<file path="config.mk">
export PLATFORM = sky130hd
export DESIGN_NAME = ray_dispatch_sched
export DESIGN_NICKNAME = d
export VERILOG_FILES = /design/src/rtl/ray_dispatch_sched.sv
export SDC_FILE = /design/constraint.sdc
export NUM_CORES = 1
export LEC_CHECK = 0
export CAP_MARGIN = 20
export CORE_UTILIZATION = 40
export CTS_CLUSTER_DIAMETER = 200
export DETAILED_ROUTE_END_ITERATION = 16
export DONT_BUFFER_PORTS = 1
export PLACE_DENSITY = 0.57
export RECOVER_POWER = 25
export SLEW_MARGIN = 0
export SYNTH_ARGS = -nofsm -noshare
export SYNTH_HDL_FRONTEND = slang
export SYNTH_SLANG_ARGS = --single-unit
</file>
<file path="constraint.sdc">
create_clock -name clock -period 10.1 [get_ports clock]
set_input_delay 1.01 -clock clock [delete_from_list [all_inputs] [get_ports clock]]
set_output_delay 1.01 -clock clock [all_outputs]
set_load 0.01 [all_outputs]
</file>
<file path="src/rtl/ray_dispatch_sched.sv">
// ray_dispatch_sched: frame-level scheduler for the ray-tracing pipeline.
// Hands ray IDs 0..N-1 round-robin to two traversal lanes under per-lane
// in-flight credit limits, forwards per-lane completions one cycle later and
// reports a frame cycle count once every issued ray has retired.
module ray_dispatch_sched #(
  parameter int unsigned ID_W         = 32,
  parameter int unsigned HIT_W        = 32,
  parameter int unsigned MAX_INFLIGHT = 8,
  parameter int unsigned CNT_W        = 32
) (
  input  logic             clock,
  input  logic             reset,
  input  logic             io_start,
  input  logic [ID_W-1:0]  io_num_rays,
  output logic             io_busy,
  output logic             io_lane0_valid,
  input  logic             io_lane0_ready,
  output logic [ID_W-1:0]  io_lane0_ray_id,
  output logic             io_lane1_valid,
  input  logic             io_lane1_ready,
  output logic [ID_W-1:0]  io_lane1_ray_id,
  input  logic             io_done0_valid,
  input  logic [ID_W-1:0]  io_done0_ray_id,
  input  logic [HIT_W-1:0] io_done0_hitT,
  input  logic             io_done1_valid,
  input  logic [ID_W-1:0]  io_done1_ray_id,
  input  logic [HIT_W-1:0] io_done1_hitT,
  output logic             io_res0_valid,
  output logic [ID_W-1:0]  io_res0_ray_id,
  output logic [HIT_W-1:0] io_res0_hitT,
  output logic             io_res1_valid,
  output logic [ID_W-1:0]  io_res1_ray_id,
  output logic [HIT_W-1:0] io_res1_hitT,
  output logic             io_rtp_finish,
  output logic [CNT_W-1:0] io_cycle_count,
  output logic             io_err
);

  localparam logic [1:0] StIdle     = 2'd0;
  localparam logic [1:0] StDispatch = 2'd1;
  localparam logic [1:0] StDrain    = 2'd2;
  localparam logic [1:0] StFinish   = 2'd3;

  localparam logic [7:0]       MaxInf = 8'(MAX_INFLIGHT);
  localparam logic [ID_W-1:0]  IdOne  = {{(ID_W-1){1'b0}}, 1'b1};
  localparam logic [CNT_W-1:0] CcOne  = {{(CNT_W-1){1'b0}}, 1'b1};
  localparam logic [CNT_W-1:0] CcMax  = {CNT_W{1'b1}};

  // State registers
  logic [1:0]       r_state;
  logic [ID_W-1:0]  r_num_rays;
  logic [ID_W-1:0]  r_next_id;
  logic [ID_W-1:0]  r_issued;
  logic [ID_W-1:0]  r_retired;
  logic [7:0]       r_inflight0;
  logic [7:0]       r_inflight1;
  logic             r_rr;         // preferred lane for the next fresh offer
  logic             r_hold;       // an offer is pending and must not move
  logic             r_hold_lane;
  logic [CNT_W-1:0] r_cycle_count;
  logic             r_err;
  logic             r_res0_valid;
  logic [ID_W-1:0]  r_res0_ray_id;
  logic [HIT_W-1:0] r_res0_hitT;
  logic             r_res1_valid;
  logic [ID_W-1:0]  r_res1_ray_id;
  logic [HIT_W-1:0] r_res1_hitT;

  // Combinational signals
  logic             w_busy;
  logic             w_start_acc;
  logic             w_elig0;
  logic             w_elig1;
  logic             w_offer;
  logic             w_offer_lane;
  logic             w_valid0;
  logic             w_valid1;
  logic             w_fire0;
  logic             w_fire1;
  logic             w_fire;
  logic             w_dec0;
  logic             w_dec1;
  logic             w_under;
  logic [1:0]       w_done_cnt;
  logic [ID_W-1:0]  w_retired_base;
  logic [ID_W:0]    w_retired_sum;
  logic [ID_W-1:0]  w_num_eff;
  logic             w_over;
  logic             w_last_issue;
  logic [1:0]       w_state_d;
  logic [ID_W-1:0]  w_num_rays_d;
  logic [ID_W-1:0]  w_next_id_d;
  logic [ID_W-1:0]  w_issued_d;
  logic [ID_W-1:0]  w_retired_d;
  logic [7:0]       w_inflight0_d;
  logic [7:0]       w_inflight1_d;
  logic             w_rr_d;
  logic             w_hold_d;
  logic             w_hold_lane_d;
  logic [CNT_W-1:0] w_cycle_count_d;
  logic             w_err_d;

  assign w_busy      = (r_state == StDispatch) || (r_state == StDrain);
  // FINISH accepts a new frame exactly like IDLE
  assign w_start_acc = io_start && ((r_state == StIdle) || (r_state == StFinish));
  assign w_elig0     = r_inflight0 < MaxInf;
  assign w_elig1     = r_inflight1 < MaxInf;

  // Lane arbitration: a pending offer is locked, otherwise prefer rr lane then the other
  always_comb begin
    w_offer      = 1'b0;
    w_offer_lane = 1'b0;
    if (r_state == StDispatch) begin
      if (r_hold) begin
        w_offer      = 1'b1;
        w_offer_lane = r_hold_lane;
      end else if (r_rr ? w_elig1 : w_elig0) begin
        w_offer      = 1'b1;
        w_offer_lane = r_rr;
      end else if (r_rr ? w_elig0 : w_elig1) begin
        w_offer      = 1'b1;
        w_offer_lane = ~r_rr;
      end
    end
  end

  assign w_valid0 = w_offer && !w_offer_lane;
  assign w_valid1 = w_offer && w_offer_lane;
  assign w_fire0  = w_valid0 && io_lane0_ready;
  assign w_fire1  = w_valid1 && io_lane1_ready;
  assign w_fire   = w_fire0 || w_fire1;

  // A done on an empty lane is an error and must not wrap the credit counter
  assign w_dec0  = io_done0_valid && (r_inflight0 != 8'd0);
  assign w_dec1  = io_done1_valid && (r_inflight1 != 8'd0);
  assign w_under = (io_done0_valid && (r_inflight0 == 8'd0)) ||
                   (io_done1_valid && (r_inflight1 == 8'd0));

  assign w_done_cnt     = {1'b0, io_done0_valid} + {1'b0, io_done1_valid};
  assign w_retired_base = w_start_acc ? '0 : r_retired;
  assign w_retired_sum  = {1'b0, w_retired_base} + {{(ID_W-1){1'b0}}, w_done_cnt};
  assign w_num_eff      = w_start_acc ? io_num_rays : r_num_rays;
  assign w_over         = w_retired_sum > {1'b0, w_num_eff};
  assign w_last_issue   = (r_issued + IdOne) == r_num_rays;

  // Per-lane credit counters: issue and retire in the same cycle cancel out
  always_comb begin
    w_inflight0_d = r_inflight0;
    w_inflight1_d = r_inflight1;
    case ({w_fire0, w_dec0})
      2'b10:   w_inflight0_d = r_inflight0 + 8'd1;
      2'b01:   w_inflight0_d = r_inflight0 - 8'd1;
      default: w_inflight0_d = r_inflight0;
    endcase
    case ({w_fire1, w_dec1})
      2'b10:   w_inflight1_d = r_inflight1 + 8'd1;
      2'b01:   w_inflight1_d = r_inflight1 - 8'd1;
      default: w_inflight1_d = r_inflight1;
    endcase
  end

  // Frame FSM and issue bookkeeping
  always_comb begin
    w_state_d     = r_state;
    w_num_rays_d  = r_num_rays;
    w_next_id_d   = r_next_id;
    w_issued_d    = r_issued;
    w_retired_d   = w_retired_sum[ID_W-1:0];
    w_rr_d        = r_rr;
    w_hold_d      = 1'b0;
    w_hold_lane_d = r_hold_lane;
    case (r_state)
      StIdle, StFinish: begin
        if (w_start_acc) begin
          w_num_rays_d = io_num_rays;
          w_next_id_d  = '0;
          w_issued_d   = '0;
          w_rr_d       = 1'b0;
          w_state_d    = (io_num_rays == '0) ? StFinish : StDispatch;
        end
      end
      StDispatch: begin
        if (w_fire) begin
          w_next_id_d = r_next_id + IdOne;
          w_issued_d  = r_issued + IdOne;
          w_rr_d      = ~w_offer_lane;
          if (w_last_issue) begin
            w_state_d = StDrain;
          end
        end else if (w_offer) begin
          w_hold_d      = 1'b1;
          w_hold_lane_d = w_offer_lane;
        end
      end
      StDrain: begin
        if (r_retired == r_num_rays) begin
          w_state_d = StFinish;
        end
      end
      default: w_state_d = StIdle;
    endcase
  end

  // Frame cycle counter: cleared on start, saturating while busy, frozen otherwise
  always_comb begin
    w_cycle_count_d = r_cycle_count;
    if (w_start_acc) begin
      w_cycle_count_d = '0;
    end else if (w_busy && (r_cycle_count != CcMax)) begin
      w_cycle_count_d = r_cycle_count + CcOne;
    end
  end

  assign w_err_d = r_err || w_under || w_over;

  // Control state registers with synchronous reset
  always_ff @(posedge clock) begin
    if (reset) begin
      r_state       <= StIdle;
      r_num_rays    <= '0;
      r_next_id     <= '0;
      r_issued      <= '0;
      r_retired     <= '0;
      r_inflight0   <= 8'd0;
      r_inflight1   <= 8'd0;
      r_rr          <= 1'b0;
      r_hold        <= 1'b0;
      r_hold_lane   <= 1'b0;
      r_cycle_count <= '0;
      r_err         <= 1'b0;
    end else begin
      r_state       <= w_state_d;
      r_num_rays    <= w_num_rays_d;
      r_next_id     <= w_next_id_d;
      r_issued      <= w_issued_d;
      r_retired     <= w_retired_d;
      r_inflight0   <= w_inflight0_d;
      r_inflight1   <= w_inflight1_d;
      r_rr          <= w_rr_d;
      r_hold        <= w_hold_d;
      r_hold_lane   <= w_hold_lane_d;
      r_cycle_count <= w_cycle_count_d;
      r_err         <= w_err_d;
    end
  end

  // One-cycle registered copy of each lane's completion
  always_ff @(posedge clock) begin
    if (reset) begin
      r_res0_valid  <= 1'b0;
      r_res0_ray_id <= '0;
      r_res0_hitT   <= '0;
      r_res1_valid  <= 1'b0;
      r_res1_ray_id <= '0;
      r_res1_hitT   <= '0;
    end else begin
      r_res0_valid  <= io_done0_valid;
      r_res0_ray_id <= io_done0_ray_id;
      r_res0_hitT   <= io_done0_hitT;
      r_res1_valid  <= io_done1_valid;
      r_res1_ray_id <= io_done1_ray_id;
      r_res1_hitT   <= io_done1_hitT;
    end
  end

  assign io_busy         = w_busy;
  assign io_rtp_finish   = (r_state == StFinish);
  assign io_lane0_valid  = w_valid0;
  assign io_lane0_ray_id = w_valid0 ? r_next_id : '0;
  assign io_lane1_valid  = w_valid1;
  assign io_lane1_ray_id = w_valid1 ? r_next_id : '0;
  assign io_res0_valid   = r_res0_valid;
  assign io_res0_ray_id  = r_res0_ray_id;
  assign io_res0_hitT    = r_res0_hitT;
  assign io_res1_valid   = r_res1_valid;
  assign io_res1_ray_id  = r_res1_ray_id;
  assign io_res1_hitT    = r_res1_hitT;
  assign io_cycle_count  = r_cycle_count;
  assign io_err          = r_err;

endmodule

</file>
After elaboration in Yosys (flattened, before gate mapping)
Index checks and enable logic that the tools add are counted.
- output and inout port bits: 231
- word-level logic and storage cells: 111
- input bits: 167
- flip-flop bits (word level): 312
- mux-type cells: 31
- equal/unequal tests: 14
- bitwise operators: 4
- $add $sub $neg: 9
- reduce and logical (&&, ||, !) cells: 32
- magnitude comparators: 3
- operators with widths (kind ; count):
    $mux 32 ; 7
    $pmux 32 s2 ; 2
    $add 32x1->32 const B ; 3
    $eq 32x32->1 ; 2
    $add 32x2->33 ; 1
    $gt 33x32->1 ; 1
    $logic_not 32->1 ; 1
    $ne 32x32->1 const B ; 1
    $pmux 8 s2 ; 2
    $add 8x1->8 const B ; 2
    $logic_not 8->1 ; 2
    $lt 8x4->1 const B ; 2
    $reduce_bool 8->1 ; 2
    $sub 8x1->8 const B ; 2
    $mux 1 ; 13
    $logic_and 1x1->1 ; 10
    $mux 2 ; 5
    $eq 2x2->1 const B ; 4
    $eq 2x1->1 const B ; 3
    $logic_or 1x1->1 ; 6
    $ne 2x2->1 const B ; 3
    $pmux 2 s3 ; 1
    $reduce_and 3->1 ; 2
    $reduce_bool 2->1 ; 3
    9 further kinds ; 13

Depth between registers and ports, before layout
- word-level depth: 12
- depth in mapped cells: 22
- mapped depth without buffers: 21

Worst setup path after synthesis
No wires, ideal clock.
- kind: in2reg
- from: in io_start
- to: reg r_err, in the netlist io_err
- cell stages on the path: 18
- slack: 5689 ps
- arrival: 4337 ps
- data required time: 10025 ps
- buffers on the path: 1
- setup time: 75 ps
- path through: nand2_1 -> clkbuf_1 -> and2_1 -> fa_1 -> ha_1 -> nand4_1 -> nor4_1 -> and4_1 -> nand4_1 -> xor2_1 -> nor2_1 -> ha_1 -> nand4_1 -> nor2_1 -> nand2_1 -> o2111ai_1 -> o221ai_1 -> a31oi_1
- cells in the longest elaborated chain, start to end: 5
- elaborated cells on any way between the ends: 6
- those cells by class: add/sub (1); order compare (1); mux (2); reduce/logical (2)
- ends and longest elaborated chain (item ; line ; text):
    start: declaration ; 13 ; input logic io_start,
    $logic_and 1x1->1 ; 105 ; assign w_start_acc = io_start && ((r_state == StIdle) || (r_state == StFinish));
    $mux 32 ; 140 ; assign w_retired_base = w_start_acc ? '0 : r_retired;
    $add 32x2->33 ; 141 ; assign w_retired_sum = {1'b0, w_retired_base} + {{(ID_W-1){1'b0}}, w_done_cnt};
    net w_retired_sum[30] ; 86 ; logic [ID_W:0] w_retired_sum;
    $gt 33x32->1 ; 143 ; assign w_over = w_retired_sum > {1'b0, w_num_eff};
    $logic_or 1x1->1 ; 214 ; assign w_err_d = r_err || w_under || w_over;
    end signal: assignment ; 243 ; r_err <= w_err_d;
    end: declaration ; 61 ; logic r_err;
The timed path passes the listed nets, and every way through them passes these cells.
A chain may end at the register's enable or synchronous reset.

Final worst setup path
- from: reg r_state[0]
- to: reg r_err, in the netlist io_err
- cells in the longest elaborated chain, start to end: 7
- elaborated cells on any way between the ends: 9
- those cells by class: add/sub (1); order compare (1); eq/ne (1); mux (2); reduce/logical (4)
- ends and longest elaborated chain (item ; line ; text):
    start: declaration ; 50 ; logic [1:0] r_state;
    start signal: assignment ; 219 ; r_state <= StIdle;
    start signal: assignment ; 232 ; r_state <= w_state_d;
    $eq 2x2->1 / $logic_not 2->1 (equally long branches) ; 105 ;
    $logic_or 1x1->1 (*) ; 105 ;
    $logic_and 1x1->1 (*) ; 105 ;
    $mux 32 (*) ; 140 ;
    $add 32x2->33 (*) ; 141 ;
    net w_retired_sum[26] ; 86 ;
    $gt 33x32->1 (*) ; 143 ;
    $logic_or 1x1->1 (*) ; 214 ;
The timed path passes the listed nets; every way through them passes the cells marked *.

==> flow_summary_export.csv <==
group,metric,value,unit
status,status,"complete, no violations",
route,drtPass1Iterations,5,
clock_network,cts_root_buffer,"clkbuf_16",
synth,seq_area_frac_synth,0.423,
job,maxCapViolCount,0,
synth,synth-simple-area-share,0.287,
synth,synth_compound_area_frac,0.0832,
synth,synth_flop_cell,"dfxtp_1",
clock_network,clock_path_buffers,3,
sta,fin_skew,14.8,ps
floorplanning,die_h,194,um
synth,synthMuxAreaShare,0.0271,
sta,max_freq,191,MHz
global_route,grt_max_degree,240,
place,dp_hpwl,34600,um
setup_path,path_max_fanout,18,
cells_and_area,nets,1848,
min_path,min_path_type,"reg -> reg",
place,port-buffer-count,0,
floorplanning,coreArea,0.0365,mm2
place,post-place-cells,2053,
route,drcViolationCount,0,
sta,tns,0,ps
cells_and_area,final_common_cell,"dfxtp_1",
sta,tightest_slew,1030,ps
place,gp_congestion,0.948,
setup_path,cp-start-kind,"register",
floorplanning,dieArea,0.0377,mm2
synth,synth_edf_count,0,
floorplanning,start_util,0.405,
route,vias_per_cell,5.48,
setup_path,crit_required,10510,ps
synth,ys_ff_latch,312,
clock_network,cts-resized-gates,0,
pwr,power.density,233,mW/mm2
sta,finalCritPeriodShare,0.519,
sta,setup_viol_count_final,0,
global_route,grt_overflow_total,0,
synth,syn_area_per_cell,8.90,um2
synth,syn_nets,1885,
floorplanning,die_x,194,um
cells_and_area,mostFrequentLayoutCells,"312 x dfxtp_1, 203 x nor2_1, 146 x nor2b_1",
route,drt_iter0_markers,634,
setup_path,critPathKind,"reg -> reg",
synth,yosysWarningCount,0,
global_route,antenna_found_initial,22,
pwr,leakagePower,6.40,nW
global_route,grt_pass1_vias,11233,
cells_and_area,area_delta_synth_final,10.6,%
cells_and_area,final_core_util,0.447,
global_route,grt_pass1_wl,68800,um
floorplanning,num_io_pins,398,
route,wire_per_inst,21.5,um
pwr,peakVddDrop,137,uV
setup_path,endpoint_kind,"register",
clock_network,clock_latency,550,ps
synth,async_flop_share,0,
clock_network,numCtsBuffers,36,
sta,relSlewSlack,0.313,
route,ant_nets,0,
synth,synth_top_family_by_area,"simple AND/OR/NAND/NOR gates",
synth,syn_inst,1661,
sta,post-route-min-period,5240,ps
clock_network,cts_sinks,312,
synth,synth.cell_area,0.0148,mm2
sta,rsz0062_at_grt,"false",
route,wl,45800,um
clock_network,post-cts-setup-buffers,0,
cells_and_area,multi_input_area,0.00806,mm2
route,vias,11687,
clock_network,cts_hold_buf,0,
synth,ys_types,70,
clock_network,clk_pin_slew,60,ps
cells_and_area,finalNonFillerCells,2132,
cells_and_area,drive_gt1_frac,0.0606,
floorplanning,rows,70,
sta,whs,487,ps
clock_network,cts_tree,"yes",
sta,drv_slew,0,
cells_and_area,register_area,0.00625,mm2
cells_and_area,n_fill_cell,3541,
synth,synth_xor_area_frac,0.0972,
global_route,grt_use_total,0.237,
synth,synth-adder-area-share,0.0498,
clock_network,htreeDepth,2,
sta,hold_violations,0,
setup_path,worst_ep_arrival_time,5650,ps
registers in the layout (all words and copies together) (netlist names):
signal	count
r_inflight0	8
io_res0_ray_id	32
io_cycle_count	32
r_retired	32
io_res1_valid	1
r_num_rays	32
r_inflight1	8
r_next_id	32
r_issued	32
r_hold_lane	1
io_err	1
io_res0_hitT	32
r_rr	1
r_state	2
io_res1_ray_id	32
r_hold	1
io_res1_hitT	32
io_res0_valid	1
per-stage QoR:
stage               worst slack (ps)  total power, mW  instance area, um2
global route                    4380             4.01               16300
CTS                             4870             3.85               16300
detailed placement              4830             2.48               15100
floorplan                       5690             2.19               14800
finish                          4860             3.81               16300
global placement                4920             2.46               15100
report_power, final:
part	leakage, nW	internal (mW)	switching, mW
sequential	2.56	1.32	0.124
clock	0.617	0.817	0.536
combinational	3.22	0.362	0.657
total	6.40	2.49	1.32
worst max-delay path: stages, from the launching register on:
cell,delay (ps)
dfxtp_1,400
inv_1,70
ha_1,420
nand2_1,540
and2_1,240
fa_1,200
ha_1,230
nand4_1,260
nor4_1,810
nand2_1,160
xor2_1,230
nor2_1,70
ha_1,330
a21o_1,180
a21o_1,170
a21oi_1,130
nor2b_1,50
o21ai_0,240
o2111ai_1,160
o221ai_1,100
a31oi_1,100
cells in the mapped netlist, drive strengths merged, types with 27 or more instances:
cell type | instances | area share
nor2 | 203 | 0.052
inv | 34 | 0.0086
o21ai | 50 | 0.017
mux2i | 40 | 0.027
nor4 | 37 | 0.020
nand4 | 53 | 0.026
nand2 | 71 | 0.018
buf | 27 | 0.0097
a21oi | 75 | 0.026
xor2 | 93 | 0.055
nand3 | 35 | 0.012
xnor2 | 71 | 0.042
ha | 54 | 0.046
nor2b | 146 | 0.062
nor3 | 62 | 0.022
and2 | 74 | 0.031
clkbuf | 54 | 0.014
dfxtp | 312 | 0.42
kinds of logic after synthesis:
kind of cell	after synthesis
muxes	40
AOI/OAI and AO/OA	200
buffers and inverters	116
and+or+nand+nor	772
xor gates and xnor gates	164
DFF	312
adders and majority gates	57
area by class of cell:
| cell class | count | share of cell area |
|---|---|---|
| inverter | 34 | 0.00781 |
| timing repair buffer | 7 | 0.00368 |
| tap | 468 | 0.0358 |
| antenna | 13 | 0.00199 |
| multi-input combinational | 1233 | 0.493 |
| sequential | 312 | 0.382 |
| clock inverter | 15 | 0.0101 |
| clock buffer | 50 | 0.0652 |
metal layers:
layer,wire length [um],vias to the layer above,global-route usage
met5,103,-,0
met4,1290,16,0.0970
met3,3650,91,0.0729
met2,22100,429,0.401
met1,18700,5523,0.279
li1,-,5628,-
final timing paths:
path                     start            to  slack (ps)  depth (start not counted)
setup / recovery    r_state[0]        io_err        4860                         20
hold / removal    r_issued[31]  r_issued[31]         490                          2
setup reg to reg    r_state[0]        io_err        4860                         20
hold reg to reg   r_issued[31]  r_issued[31]         490                          2
(Power assumes the default switching activity.)
